===== src/rtl/dsp_io_pkg.sv =====
// Shared types and conversion helpers for the DSP IO register bank.
// Holds the default bank geometry, the read-path sign alignment and the
// write-path saturating narrowing. The helpers are sized by the widths below;
// dsp_io_bank refuses to elaborate with a geometry that differs from them.
package dsp_io_pkg;

    localparam int unsigned DATA_WIDTH = 36;
    localparam int unsigned IO_WIDTH   = 24;
    localparam int unsigned NUM_IO     = 8;
    localparam int unsigned ADDR_WIDTH = 10;
    localparam int unsigned GUARD_BITS = 4;

    // Zero bits below the IO word on the core side; signed so a bad geometry shows as negative.
    localparam int LSB_PAD = int'(DATA_WIDTH) - int'(IO_WIDTH) - int'(GUARD_BITS);

    typedef logic [DATA_WIDTH-1:0] data_t;
    typedef logic [IO_WIDTH-1:0]   io_t;

    // Narrowed write sample plus the flag saying it had to be clamped.
    typedef struct packed {
        logic clipped;
        io_t  value;
    } sat_t;

    // Place an IO word under GUARD_BITS of sign extension with LSB_PAD zeros below it.
    function automatic data_t sign_align(input io_t x);
        data_t ext;
        ext = DATA_WIDTH'(signed'(x));
        return ext << LSB_PAD;
    endfunction

    // Guard bits plus the IO sign bit must agree, otherwise clamp toward the sign of w.
    function automatic sat_t sat_narrow(input data_t w);
        logic [GUARD_BITS:0] head;
        sat_t                r;
        head      = w[DATA_WIDTH-1 -: GUARD_BITS+1];
        r.clipped = !((head == '0) || (head == '1));
        if (r.clipped) begin
            r.value = w[DATA_WIDTH-1] ? {1'b1, {(IO_WIDTH-1){1'b0}}}
                                      : {1'b0, {(IO_WIDTH-1){1'b1}}};
        end else begin
            r.value = w[DATA_WIDTH-GUARD_BITS-1 -: IO_WIDTH];
        end
        return r;
    endfunction

endpackage


===== src/rtl/dsp_io_sat.sv =====
// Combinational saturating narrower for the core-to-IO write path.
// Ports:
//   w          core-side sample word
//   value_c    narrowed IO word (truncated, or clamped to max positive/negative)
//   clipped_c  high when the word had to be clamped
module dsp_io_sat
    import dsp_io_pkg::*;
(
    input  logic [DATA_WIDTH-1:0] w,
    output logic [IO_WIDTH-1:0]   value_c,
    output logic                  clipped_c
);

    sat_t res_c;

    always_comb begin
        res_c     = sat_narrow(w);
        value_c   = res_c.value;
        clipped_c = res_c.clipped;
    end

endmodule


===== src/rtl/dsp_io_bank.sv =====
// Frame-synchronous IO register bank between a DSP core IO bus and its audio channels.
// Inputs are snapshotted into in_shadow and staged outputs are committed to out_data on
// the same frame_tick edge, so the core only ever sees whole frames.
// Ports:
//   clk, reset_n          core clock, synchronous active-low reset
//   frame_tick            one-cycle sample-rate strobe
//   rd_en/rd_addr         read request; rd_data/rd_valid one cycle later
//   wr_en/wr_addr/wr_data write request into the output stage
//   in_data/out_data      physical channels, channel 0 in the LSBs
//   addr_err, clip        sticky error flags, cleared by flag_clr
//   clip_count            saturating count of clamped writes
// Build option: define IO_CLIP_COUNT_EN to build the clip counter; otherwise clip_count is 0.
module dsp_io_bank #(
    parameter int unsigned DATA_WIDTH = 36,
    parameter int unsigned IO_WIDTH   = 24,
    parameter int unsigned NUM_IO     = 8,
    parameter int unsigned ADDR_WIDTH = 10,
    parameter int unsigned GUARD_BITS = 4
) (
    input  logic                         clk,
    input  logic                         reset_n,
    input  logic                         frame_tick,
    input  logic                         rd_en,
    input  logic [ADDR_WIDTH-1:0]        rd_addr,
    output logic [DATA_WIDTH-1:0]        rd_data,
    output logic                         rd_valid,
    input  logic                         wr_en,
    input  logic [ADDR_WIDTH-1:0]        wr_addr,
    input  logic [DATA_WIDTH-1:0]        wr_data,
    input  logic [NUM_IO*IO_WIDTH-1:0]   in_data,
    output logic [NUM_IO*IO_WIDTH-1:0]   out_data,
    output logic                         addr_err,
    output logic                         clip,
    input  logic                         flag_clr,
    output logic [15:0]                  clip_count
);

    import dsp_io_pkg::*;

    localparam int unsigned IDX_W = (NUM_IO > 1) ? $clog2(NUM_IO) : 1;

    // The conversion helpers are sized by the package geometry.
    if (dsp_io_pkg::LSB_PAD < 0) begin : g_bad_pad
        $error("dsp_io_bank: DATA_WIDTH must be >= IO_WIDTH + GUARD_BITS");
    end
    if ((DATA_WIDTH != dsp_io_pkg::DATA_WIDTH) || (IO_WIDTH != dsp_io_pkg::IO_WIDTH) ||
        (GUARD_BITS != dsp_io_pkg::GUARD_BITS)) begin : g_bad_geom
        $error("dsp_io_bank: widths differ from dsp_io_pkg");
    end
    if ((NUM_IO < 1) || (NUM_IO > (2 ** ADDR_WIDTH))) begin : g_bad_num
        $error("dsp_io_bank: NUM_IO out of range for ADDR_WIDTH");
    end

    io_t in_shadow [NUM_IO];
    io_t out_stage [NUM_IO];

    logic             rd_in_range;
    logic             wr_in_range;
    logic [IDX_W-1:0] rd_idx;
    logic [IDX_W-1:0] wr_idx;
    logic             wr_hit;
    logic             clip_evt;
    logic             addr_evt;
    io_t              sat_value_c;
    logic             sat_clip_c;

    // Compare one bit wider so NUM_IO == 2**ADDR_WIDTH does not wrap to zero.
    assign rd_in_range = ({1'b0, rd_addr} < (ADDR_WIDTH+1)'(NUM_IO));
    assign wr_in_range = ({1'b0, wr_addr} < (ADDR_WIDTH+1)'(NUM_IO));
    assign rd_idx      = rd_addr[IDX_W-1:0];
    assign wr_idx      = wr_addr[IDX_W-1:0];

    assign wr_hit   = wr_en && wr_in_range;
    assign clip_evt = wr_hit && sat_clip_c;
    assign addr_evt = (rd_en && !rd_in_range) || (wr_en && !wr_in_range);

    dsp_io_sat u_sat (
        .w         (wr_data),
        .value_c   (sat_value_c),
        .clipped_c (sat_clip_c)
    );

    // Input snapshot; a same-edge read still sees the previous frame.
    always_ff @(posedge clk) begin
        if (!reset_n) begin
            for (int unsigned i = 0; i < NUM_IO; i++) begin
                in_shadow[i] <= '0;
            end
        end else if (frame_tick) begin
            for (int unsigned i = 0; i < NUM_IO; i++) begin
                in_shadow[i] <= in_data[i*IO_WIDTH +: IO_WIDTH];
            end
        end
    end

    // Read port: one-cycle latency, out-of-range reads return zero but still complete.
    always_ff @(posedge clk) begin
        if (!reset_n) begin
            rd_data  <= '0;
            rd_valid <= 1'b0;
        end else begin
            rd_valid <= rd_en;
            if (rd_en) begin
                rd_data <= rd_in_range ? sign_align(in_shadow[rd_idx]) : '0;
            end
        end
    end

    // Output stage; a write on a tick edge lands here and waits for the next tick.
    always_ff @(posedge clk) begin
        if (!reset_n) begin
            for (int unsigned i = 0; i < NUM_IO; i++) begin
                out_stage[i] <= '0;
            end
        end else if (wr_hit) begin
            out_stage[wr_idx] <= sat_value_c;
        end
    end

    // Commit the staged frame to the physical outputs.
    always_ff @(posedge clk) begin
        if (!reset_n) begin
            out_data <= '0;
        end else if (frame_tick) begin
            for (int unsigned i = 0; i < NUM_IO; i++) begin
                out_data[i*IO_WIDTH +: IO_WIDTH] <= out_stage[i];
            end
        end
    end

    // Sticky flags; a clear beats a same-cycle set.
    always_ff @(posedge clk) begin
        if (!reset_n || flag_clr) begin
            addr_err <= 1'b0;
            clip     <= 1'b0;
        end else begin
            if (addr_evt) addr_err <= 1'b1;
            if (clip_evt) clip     <= 1'b1;
        end
    end

`ifdef IO_CLIP_COUNT_EN
    logic [15:0] clip_cnt_q;

    // Saturating clamp counter; clear beats a same-cycle increment.
    always_ff @(posedge clk) begin
        if (!reset_n || flag_clr) begin
            clip_cnt_q <= '0;
        end else if (clip_evt && (clip_cnt_q != '1)) begin
            clip_cnt_q <= clip_cnt_q + 16'd1;
        end
    end

    assign clip_count = clip_cnt_q;
`else
    assign clip_count = '0;
`endif

endmodule


===== config.mk =====
export PLATFORM = sky130hd
export DESIGN_NAME = dsp_io_bank
export DESIGN_NICKNAME = d
export VERILOG_FILES = /design/src/rtl/dsp_io_pkg.sv /design/src/rtl/dsp_io_sat.sv /design/src/rtl/dsp_io_bank.sv
export SDC_FILE = /design/constraint.sdc
export NUM_CORES = 1
export LEC_CHECK = 0
export CAP_MARGIN = 20
export CORE_MARGIN = 4
export CORE_UTILIZATION = 26
export DETAILED_ROUTE_END_ITERATION = 12
export SLEW_MARGIN = 20
export SYNTH_ARGS = -nofsm -noshare
export SYNTH_HDL_FRONTEND = slang
export SYNTH_SLANG_ARGS = --single-unit

===== constraint.sdc =====
create_clock -name clk -period 11.7 [get_ports clk]
set_input_delay 2.34 -clock clk [delete_from_list [all_inputs] [get_ports clk]]
set_output_delay 2.34 -clock clk [all_outputs]
set_load 0.1 [all_outputs]

Word level (Yosys, flattened, before mapping)
Memories as Yosys holds them, arrays and structs flattened. A register that Yosys moved wholly into a read port is not among the register bits.
Index checks and enable logic that the tools add are counted.
- output and inout bits: 247
- bits in latches: 0
- word-level logic and storage cells: 59
- input port bits: 254
- bits in writable memories: 384
- register bits after elaboration: 39
- memories kept: 2
- ROM bits: 0
- shift-type cells: 0
- divide/modulo/power cells: 0
- add/subtract/negate cells: 0
- eq/ne operators: 1
- mux-type cells: 21
- magnitude comparators: 2
- $mul: 0
- reductions and logical operators: 21
- bitwise operators: 8
- memories (name ; depth ; bits a word ; read ports ; clocked after Yosys merged registers in ; write ports ; RTL line ; source):
    in_shadow ; 8 ; 24 ; 1 ; 0 ; 8 ; dsp_io_bank.sv:54 ; io_t in_shadow [NUM_IO];
    out_stage ; 8 ; 24 ; 8 ; 8 ; 8 ; dsp_io_bank.sv:55 ; io_t out_stage [NUM_IO];
- operators by type and width (operator ; number):
    2-to-1 mux 24 bit ; 11
    2-to-1 mux 36 bit ; 1
    OR reduction 24 bit ; 1
    < comparator 10 x 4 -> 1 bit, second input constant ; 2
    logical NOT 1 bit ; 12
    2-to-1 mux 1 bit ; 8
    bitwise OR 1 bit ; 8
    equality test 5 bit, second input constant ; 1
    logical NOT 5 bit ; 1
    logical AND 1 bit ; 4
    logical OR 1 bit ; 3
    2-to-1 mux 3 bit ; 1

Longest topological paths before layout
Gate-level depths: netlist (run 1).
- depth after elaboration: 7
- depth in mapped cells: 6
- depth with buffers taken out: 4

By module
From an unflattened synthesis (run 1), not the netlist that was laid out.
- cell total of the unflattened synthesis: 1771
- area total of the unflattened synthesis: 24955.2 um^2
- by module, submodules not included (module ; seq. area each (um^2) ; cells each ; instances ; area each (um^2)):
    dsp_io_bank ; 15915.3 ; 1676 ; 1 ; 24185.7
    dsp_io_sat ; 0.0 ; 95 ; 1 ; 769.5

Least setup slack after synthesis (run 1)
No wires, ideal clock.
- path type: input to register
- start point: input frame_tick
- end point: memory in_shadow[0][0] (netlist bit), enable pin
- data required time: 11113 ps
- buffers on the path: 2
- cell stages on the path: 3
- arrival: 7360 ps
- setup slack: 3753 ps
- path through: clkbuf_1 clkbuf_1 nand2b_1
- RTL lines (item ; RTL line ; source):
    from (decl) ; dsp_io_bank.sv:22 ; input logic frame_tick,
    to (decl) ; dsp_io_bank.sv:54 ;

==> flow_summary.json, run 1 <==
{
  "grt_max_degree": 135,
  "max-slew-margin-rel_pct": 20.7,
  "start_kind": "input pin",
  "synthFlopType": "edfxtp_1",
  "ant_nets": 0,
  "post-route-util_pct": 35.5,
  "cap_violations": 0,
  "startpoint": "wr_addr[6]",
  "synth-async-reset-ratio_pct": 0,
  "path_class": "input pin to flip-flop",
  "ys_types": 30,
  "yosys.cell_count.top_type": "edfxtp_1",
  "post_drt_wl_per_cell_microns": 23.0,
  "drc": 0,
  "clockPowerShare_pct": 40.8,
  "initial_utilization_pct": 26.2,
  "grt_overflow_total": 0,
  "synth.area.mux_share_pct": 13.8,
  "crit_arrival_ps": 5410,
  "rsz0062_at_grt": "false",
  "finalMaxSlewViolations": 0,
  "antenna_found_initial": 13,
  "ir_worst_vdd_mv": 0.117,
  "routed_via_density": 4.46,
  "place_congestion": 0.804,
  "worst_setup_path_end_kind": "flip-flop",
  "synth_edf_count": 384,
  "cts_tree": "yes",
  "crit_required_ps": 11910,
  "cts_buffer_depth": 3,
  "p_leak_nw": 12.2,
  "wirelength_mm": 78.3,
  "worst_pin_slew_ps": 1190,
  "syn_area_per_cell_sq_um": 13.8,
  "period_share_pct": 44.4,
  "yosys.area_share.adder_pct": 0,
  "post-cts-setup-buffer-count": 0,
  "yosys-top-cells-area": "edfxtp_1 (49%), dfxtp_1 (19%), mux2i_1 (9.2%)",
  "ctsResizeCount": 0,
  "yosysTopAreaCell": "edfxtp_1",
  "area_growth_pct": 35.5,
  "drive_above_1_share_pct": 11.1,
  "finalCriticalPeriod_ps": 5200,
  "r2r-start": "in_shadow[5][0]",
  "synth_simple_gate_area_share_pct": 14.7,
  "setup_violations": 0,
  "cts_buffers": 73,
  "clk_latency_ps": 630,
  "synth_top_family_by_area": "simple AND/OR/NAND/NOR gates",
  "dp_hpwl_mm": 52.7,
  "min-delay-start": "clip",
  "io_buffer_count": 468,
  "hold_class": "flip-flop to flip-flop",
  "die_area_sq_um": 95500,
  "crit_fanout": 25,
  "p_per_area_nw_per_um2": 172,
  "synth_warnings": 0,
  "grt_pass1_wl_mm": 110,
  "finClkSkew_ps": 20.3,
  "combPwrFrac_pct": 14.6,
  "ios": 501,
  "p_sw_share_pct": 27.7,
  "ys_seq_area_share_pct": 67.6,
  "dr.pass1.iters": 5,
  "synth_common_cells": "edfxtp_1 (384), dfxtp_1 (219), mux2i_1 (216)",
  "max_freq_mhz": 192,
  "yosysTopAreaCellShare_pct": 49.0,
  "netlist_instances": 1710,
  "post_synth_xor_area_fraction_pct": 0,
  "p_int_mw": 3.96,
  "htree_levels": 3,
  "postCtsHoldBufs": 0,
  "finalHoldViolCount": 0,
  "grt_pass1_vias": 15789,
  "status": "finished clean",
  "die_x_microns": 309,
  "dr.first_iter.drc_count": 977,
  "synth_area_sq_um": 23600,
  "grt_usage_pct": 15.9,
  "cts_root_buffer": "clkbuf_16",
  "core_area_sq_um": 90000,
  "cts.sinks": 603,
  "p_sw_mw": 1.52,
  "power_frac_seq_pct": 44.6,
  "synth_compound_area_share_pct": 1.09,
  "synth-seq-cells": 603,
  "die_h_microns": 309,
  "path_clk_slew_ps": 60,
  "route.vias.total": 15175,
  "final_nets": 2421,
  "final.setup.tns_ps": 0,
  "rows": 110
}
[through the flow]
step	cells	hold slack (ps)	power, mW	worst slack [ps]	area [sq um]
after floorplan	1733	479	3.01	3750	23600
after global placement	3267	436	3.29	5310	29500
after detailed placement	3267	445	3.30	5570	29500
after CTS	3401	458	5.56	6260	31900
after global routing	3402	471	5.68	6400	31900
final	3406	456	5.48	6500	31900
[registers in the layout (all words and copies together), names as in the netlist]
signal / cells
rd_data: 24
addr_err: 1
clip: 1
out_stage: 192
rd_valid: 1
in_shadow: 192
out_data: 192
[critical path, stage by stage]
cell	delay, ps
clkdlybuf4s50_1	440
or4_4	600
nor4_4	450
nand3_2	530
nand2_1	1030
[cells in the final DEF (no fill, tap or decap), types with 22 or more instances in the layout]
master | netlist | routed
dfxtp_1 | 219 | 219
and2_1 | 50 | 50
a21oi_2 | 0 | 22
nor2_1 | 195 | 194
nand2_1 | 39 | 34
conb_1 | 1 | 24
mux2i_1 | 216 | 216
o21ai_0 | 24 | 24
clkdlybuf4s50_1 | 0 | 457
edfxtp_1 | 384 | 384
mux4_2 | 48 | 48
nor2b_1 | 195 | 194
buf_4 | 28 | 42
clkbuf_16 | 0 | 76
and3_1 | 144 | 144
[power by group through the flow]
stage | Clock (mW) | Sequential [mW] | Combinational, mW
after detailed placement | 0 | 2.49 | 0.810
final | 2.23 | 2.45 | 0.802
after global routing | 2.38 | 2.46 | 0.841
after CTS | 2.30 | 2.45 | 0.813
after global placement | 0 | 2.49 | 0.803
after floorplan | 0 | 2.76 | 0.243
[routing by layer]
metal  part of all wire [%]  track usage [%]  routed length [microns]
met4                    2.1             3.89                     1610
met5                   0.16                0                      128
met3                     11             7.39                     8820
met2                     46             25.8                    35900
met1                     41             19.3                    31800
[kinds of logic after synthesis]
family          Yosys count
other cells               1
compound gates           50
flops                   603
mux                     264
buf+inv                 150
simple gates            642
[cell type report]
cell class	count	area (sq um)
fillers	8687	58100
flip-flops and latches	603	15900
multi-input cells	980	7170
repair buffers	507	4970
clock buffers	104	2080
well taps	1176	1470
clock inverters	30	304
diodes	4	10.0
inverters	2	7.51
[path summary, 6_finish.rpt]
check | cells after the start | slack, ps | to
max | 5 | 6500 | out_stage[5][0]
min | 2 | 460 | clip
max reg2reg | 3 | 10340 | rd_data[8]
min reg2reg | 2 | 460 | clip
No activity file was read; power rests on OpenSTA's default activity.
==> run 2, diff against run 1 <==
Clock period 11.7 ns to 4.82 ns, I/O delays scaled along.
==> run 2 against run 1 <==
Effect of this change:
- final area increased by 0.20%
- global-route usage decreased by 0.067 points
- combinational power increased by 140%
- register-to-register slack got worse by 6900 ps
- critical path type is now flip-flop to output pin
- largest cell class unchanged
==> flow_summary.json, run 2 (synthesized netlist as in run 1, its figures left out) <==
{
  "setup_violations": 0,
  "grt_use_met1_pct": 18.9,
  "grt_max_degree": 162,
  "gr-usage-met2_pct": 26.1,
  "cts_buffers": 71,
  "area_growth_pct": 35.8,
  "crit_arrival_ps": 2250,
  "finalCriticalPeriod_ps": 3210,
  "path_clk_slew_ps": 60,
  "grt_usage_pct": 15.9,
  "wirelength_mm": 78.1,
  "die_h_microns": 309,
  "r2r-end": "rd_data[11]",
  "path_depth": 1,
  "timing.hold.ws_ps": 457,
  "critPathTopFamily": "buffers and inverters",
  "ctsResizeCount": 0,
  "p_sw_share_pct": 27.6,
  "clk_latency_ps": 610,
  "nFillCells": 8693,
  "cap_violations": 0,
  "htree_levels": 3,
  "r2r-start": "in_shadow[7][3]",
  "ir_worst_vdd_mv": 0.325,
  "grt_pass1_vias": 15802,
  "core_area_sq_um": 90000,
  "reg2reg_depth": 3,
  "seqCellArea_sq_um": 15900,
  "finalHoldViolCount": 0,
  "cts_root_buffer": "clkbuf_16",
  "cts.sinks": 603,
  "dp_hpwl_mm": 52.7,
  "drive_above_1_share_pct": 11.5,
  "grt_pass1_wl_mm": 110,
  "rows": 110,
  "cts_tree": "yes",
  "path_cells": "clkdlybuf4s50_1",
  "post-cts-setup-buffer-count": 0,
  "ios": 501,
  "route.vias.total": 15259,
  "ant_nets": 0,
  "postCtsHoldBufs": 0,
  "die_x_microns": 309,
  "crit_fanout": 2,
  "top_usage_layer": "met2",
  "post_drt_wl_per_cell_microns": 22.9,
  "finalNonFillerCells": 3415,
  "p_int_mw": 9.63,
  "combPwrFrac_pct": 14.6,
  "place_congestion": 0.823,
  "finalMaxSlewViolations": 0,
  "final_cell_mix": "clkdlybuf4s50_1 (453), edfxtp_1 (384), dfxtp_1 (219)",
  "top_regs": "in_shadow: 192 flops, out_data: 192 flops, out_stage: 192 flops",
  "fin_ws_ps": 1610,
  "cp_num_buf_inv": 1,
  "routed_via_density": 4.47,
  "final.setup.tns_ps": 0,
  "place_inst": 3280,
  "dr.pass1.iters": 5,
  "io_buffer_count": 468,
  "dr.first_iter.drc_count": 1131,
  "grt_overflow_total": 0,
  "p_sw_mw": 3.67,
  "initial_utilization_pct": 26.2,
  "crit_path_max_incr_delay_ps": 1290,
  "crit_required_ps": 3860,
  "worst_pin_slew_ps": 1200,
  "startpoint": "out_data[51]",
  "crit_end": "out_data[51]",
  "hold_class": "flip-flop to flip-flop",
  "start_kind": "flip-flop",
  "use_met3_pct": 7.22,
  "finalInstanceArea_sq_um": 32000,
  "cp_slowest_cell": "clkdlybuf4s50_1",
  "period_share_pct": 66.6,
  "antenna_found_initial": 9,
  "p_per_area_nw_per_um2": 416,
  "finClkSkew_ps": 12.8,
  "drc": 0,
  "regToRegSetupSlack_ps": 3410,
  "worst_setup_path_end_kind": "output pin",
  "cts_buffer_depth": 3,
  "max-slew-margin-rel_pct": 19.6,
  "final_nets": 2431,
  "rsz0062_at_grt": "false",
  "die_area_sq_um": 95500,
  "status": "finished clean",
  "final_common_cell": "clkdlybuf4s50_1",
  "dpl_cell_area_sq_um": 29600,
  "multi_input_area_sq_um": 7160,
  "max_freq_mhz": 311,
  "clockPowerShare_pct": 40.7,
  "path_class": "flip-flop to output pin",
  "power_frac_seq_pct": 44.7,
  "p_leak_nw": 12.3,
  "pre_cts_ws_ps": 1010
}
run 2: changes by cell type in the layout (fill, tap and decap cells not counted), sizes merged:
cell / change
clkinv: +2
diode: +1
buf: +15
bufinv: +1
clkdlybuf4s50: -4
clkinvlp: -7
clkbuf: +1
run 2: cell type report:
type	instances	area share, %
Clock buffer	104	6.45
Multi-Input combinational cell	980	22.4
Clock inverter	26	0.907
Tap cell	1176	4.60
Inverter	2	0.0235
Timing Repair Buffer	519	15.9
Sequential cell	603	49.8
Antenna cell	5	0.0391
run 2: worst min path at each step:
stage / start / to / slack (ps) / depth (start not counted)
CTS: rd_data[21] / rd_data[21] / 460 / 2
global route: rd_data[16] / rd_data[16] / 490 / 2
floorplan: out_stage[3][6] / out_data[78] / 480 / 2
detailed placement: rd_data[21] / rd_data[21] / 450 / 2
global placement: rd_data[10] / rd_data[10] / 430 / 2
finish: rd_data[11] / rd_data[11] / 460 / 2
run 2: power groups by stage:
stage,sequential (mW),combinational (mW),clock (mW)
after floorplan,6.70,0.590,0
after global placement,6.04,1.96,0
after detailed placement,6.05,1.97,0
after CTS,5.95,1.98,5.60
after global routing,5.97,2.04,5.81
final,5.94,1.95,5.41
run 2: routing by layer:
layer  part of all wire (%)  vias up
met5                   0.13        -
met2                     46      585
met3                     11      116
li1                       -     6988
met4                    2.5       14
met1                     40     7556
run 2: stage by stage:
stage | utilization (%) | power, mW
after detailed placement | 32.9 | 8.02
after global routing | 35.5 | 13.8
after global placement | 32.9 | 8.00
final | 35.5 | 13.3
after CTS | 35.6 | 13.5
after floorplan | - | 7.29
==> run 3, diff against run 2 <==
Clock period 4.82 ns to 2.7 ns, I/O delays scaled along.
==> run 3 against run 2 <==
Effect of this change:
- first-iteration DRC count down 8.2%
- power up 82%
- core utilization up 0.38 points
- clock skew up 4.1 ps
==> flow_summary.json, run 3 (synthesized netlist as in run 1, its figures left out) <==
{
  "timing.hold.ws_ps": 399,
  "area_growth_pct": 37.2,
  "cpMostUsedCell": "buf_4",
  "worst_pin_slew_ps": 959,
  "core_area_sq_um": 90000,
  "ant_nets": 0,
  "p_per_area_nw_per_um2": 751,
  "crit_path_max_incr_delay_ps": 820,
  "rsz0062_at_grt": "false",
  "die_x_microns": 309,
  "p_int_mw": 17.7,
  "grt_pass1_vias": 15837,
  "rows": 110,
  "combPwrFrac_pct": 14.7,
  "dr.pass1.iters": 5,
  "cts_buffers": 71,
  "p_sw_mw": 6.54,
  "grt_pass1_wl_mm": 110,
  "path_class": "input pin to flip-flop",
  "cts_buffer_depth": 3,
  "route.vias.total": 15368,
  "status": "finished clean",
  "max-slew-margin-rel_pct": 35.5,
  "grt_overflow_total": 0,
  "regToRegSetupSlack_ps": 1400,
  "setup_violations": 0,
  "final_common_cell": "edfxtp_1",
  "routed_via_density": 4.46,
  "clockPowerShare_pct": 41.6,
  "die_area_sq_um": 95500,
  "cts_root_buffer": "clkbuf_16",
  "io_buffer_count": 468,
  "initial_utilization_pct": 26.2,
  "grt_usage_pct": 15.9,
  "dr.first_iter.drc_count": 1038,
  "finalMaxSlewViolations": 0,
  "startpoint": "wr_addr[6]",
  "drc": 0,
  "drive_above_1_share_pct": 22.4,
  "p_sw_share_pct": 26.9,
  "r2r-end": "rd_data[14]",
  "finalHoldViolCount": 0,
  "finClkSkew_ps": 16.9,
  "worst_setup_path_end_kind": "flip-flop",
  "max_freq_mhz": 452,
  "r2r-start": "in_shadow[7][6]",
  "cts.sinks": 603,
  "wirelength_mm": 78.2,
  "reg2reg_depth": 3,
  "die_h_microns": 309,
  "cts_tree": "yes",
  "path_cells": "clkdlybuf4s50_1 > buf_4 > nor4_1 > buf_4 > nand2_1 > a221oi_1 > nor2_1",
  "post-route-util_pct": 35.9,
  "final_cell_mix": "edfxtp_1 (384), buf_4 (264), clkdlybuf4s50_1 (240)",
  "grt_max_degree": 127,
  "p_leak_nw": 13.1,
  "antenna_found_initial": 17,
  "clk_latency_ps": 620,
  "power_frac_seq_pct": 43.7,
  "htree_levels": 3,
  "postCtsHoldBufs": 0,
  "ctsResizeCount": 0,
  "hold_class": "input pin to flip-flop",
  "crit_arrival_ps": 2710,
  "cp_slowest_cell": "nor4_1",
  "dp_hpwl_mm": 54.1,
  "top_regs": "in_shadow: 192 flops, out_data: 192 flops, out_stage: 192 flops",
  "period_share_pct": 82.0,
  "post_drt_wl_per_cell_microns": 22.7,
  "post-cts-setup-buffer-count": 0,
  "cap_violations": 0,
  "ir_worst_vdd_mv": 0.454,
  "start_kind": "input pin",
  "ios": 501,
  "nFillCells": 8707,
  "crit_end": "addr_err",
  "final_nets": 2464,
  "crit_required_ps": 3190,
  "path_clk_slew_ps": 60,
  "place_congestion": 0.809,
  "finalCriticalPeriod_ps": 2210,
  "crit_fanout": 2
}
-- run 3: cell type report --
type	instances	area [sq um]	share of cell area, %
timing repair buffer	552	5310	16.4
sequential	603	15900	49.2
clock buffer	94	2000	6.17
multi-input combinational	980	7150	22.1
antenna	4	10.0	0.0310
clock inverter	37	473	1.46
inverter	2	7.51	0.0232
tap	1176	1470	4.55
-- run 3: stage by stage --
| step | std cells | setup WS [ps] | TNS [ps] | area (sq um) | total power, mW |
|---|---|---|---|---|---|
| after global placement | 3313 | -113 | -569 | 29900 | 14.4 |
| after CTS | 3444 | 556 | 0 | 32300 | 24.6 |
| after detailed placement | 3313 | -70.1 | -531 | 29900 | 14.4 |
| after floorplan | 1733 | 6.80 | 0 | 23700 | 13.0 |
| final | 3448 | 486 | 0 | 32300 | 24.3 |
| after global routing | 3444 | 426 | 0 | 32300 | 25.1 |
-- run 3: worst min-delay path by stage --
stage	start	to	slack [ps]	depth (start not counted)
2_1_floorplan	out_stage[3][6]	out_data[78]	480	2
3_3_place_gp	rd_data[23]	rd_data[23]	440	2
3_5_place_dp	rd_data[13]	rd_data[13]	450	2
4_1_cts	reset_n	rd_valid	330	2
5_1_grt	reset_n	rd_valid	370	2
6_report	reset_n	rd_valid	400	2
-- run 3: power groups by stage --
| stage | Clock (mW) | Combinational (mW) | Sequential, mW |
|---|---|---|---|
| 3_3_place_gp | 0 | 3.58 | 10.8 |
| 2_1_floorplan | 0 | 1.06 | 11.9 |
| 3_5_place_dp | 0 | 3.61 | 10.8 |
| 5_1_grt | 10.7 | 3.74 | 10.7 |
| 6_report | 10.1 | 3.57 | 10.6 |
| 4_1_cts | 10.4 | 3.62 | 10.6 |
-- run 3: routing by layer --
metal / global-route usage, % / part of all wire [%] / vias up
li1: - / - / 7049
met4: 4.66 / 2.3 / 20
met1: 19.0 / 39 / 7601
met5: 0 / 0.17 / -
met2: 26.2 / 47 / 578
met3: 6.68 / 11 / 120
-- run 3: critical path, delay by kind of cell --
family | cells | cell delay [ps]
AOI/OAI and AO/OA | 1 | 330
and+or+nand+nor | 3 | 1020
buffers and inverters | 3 | 820
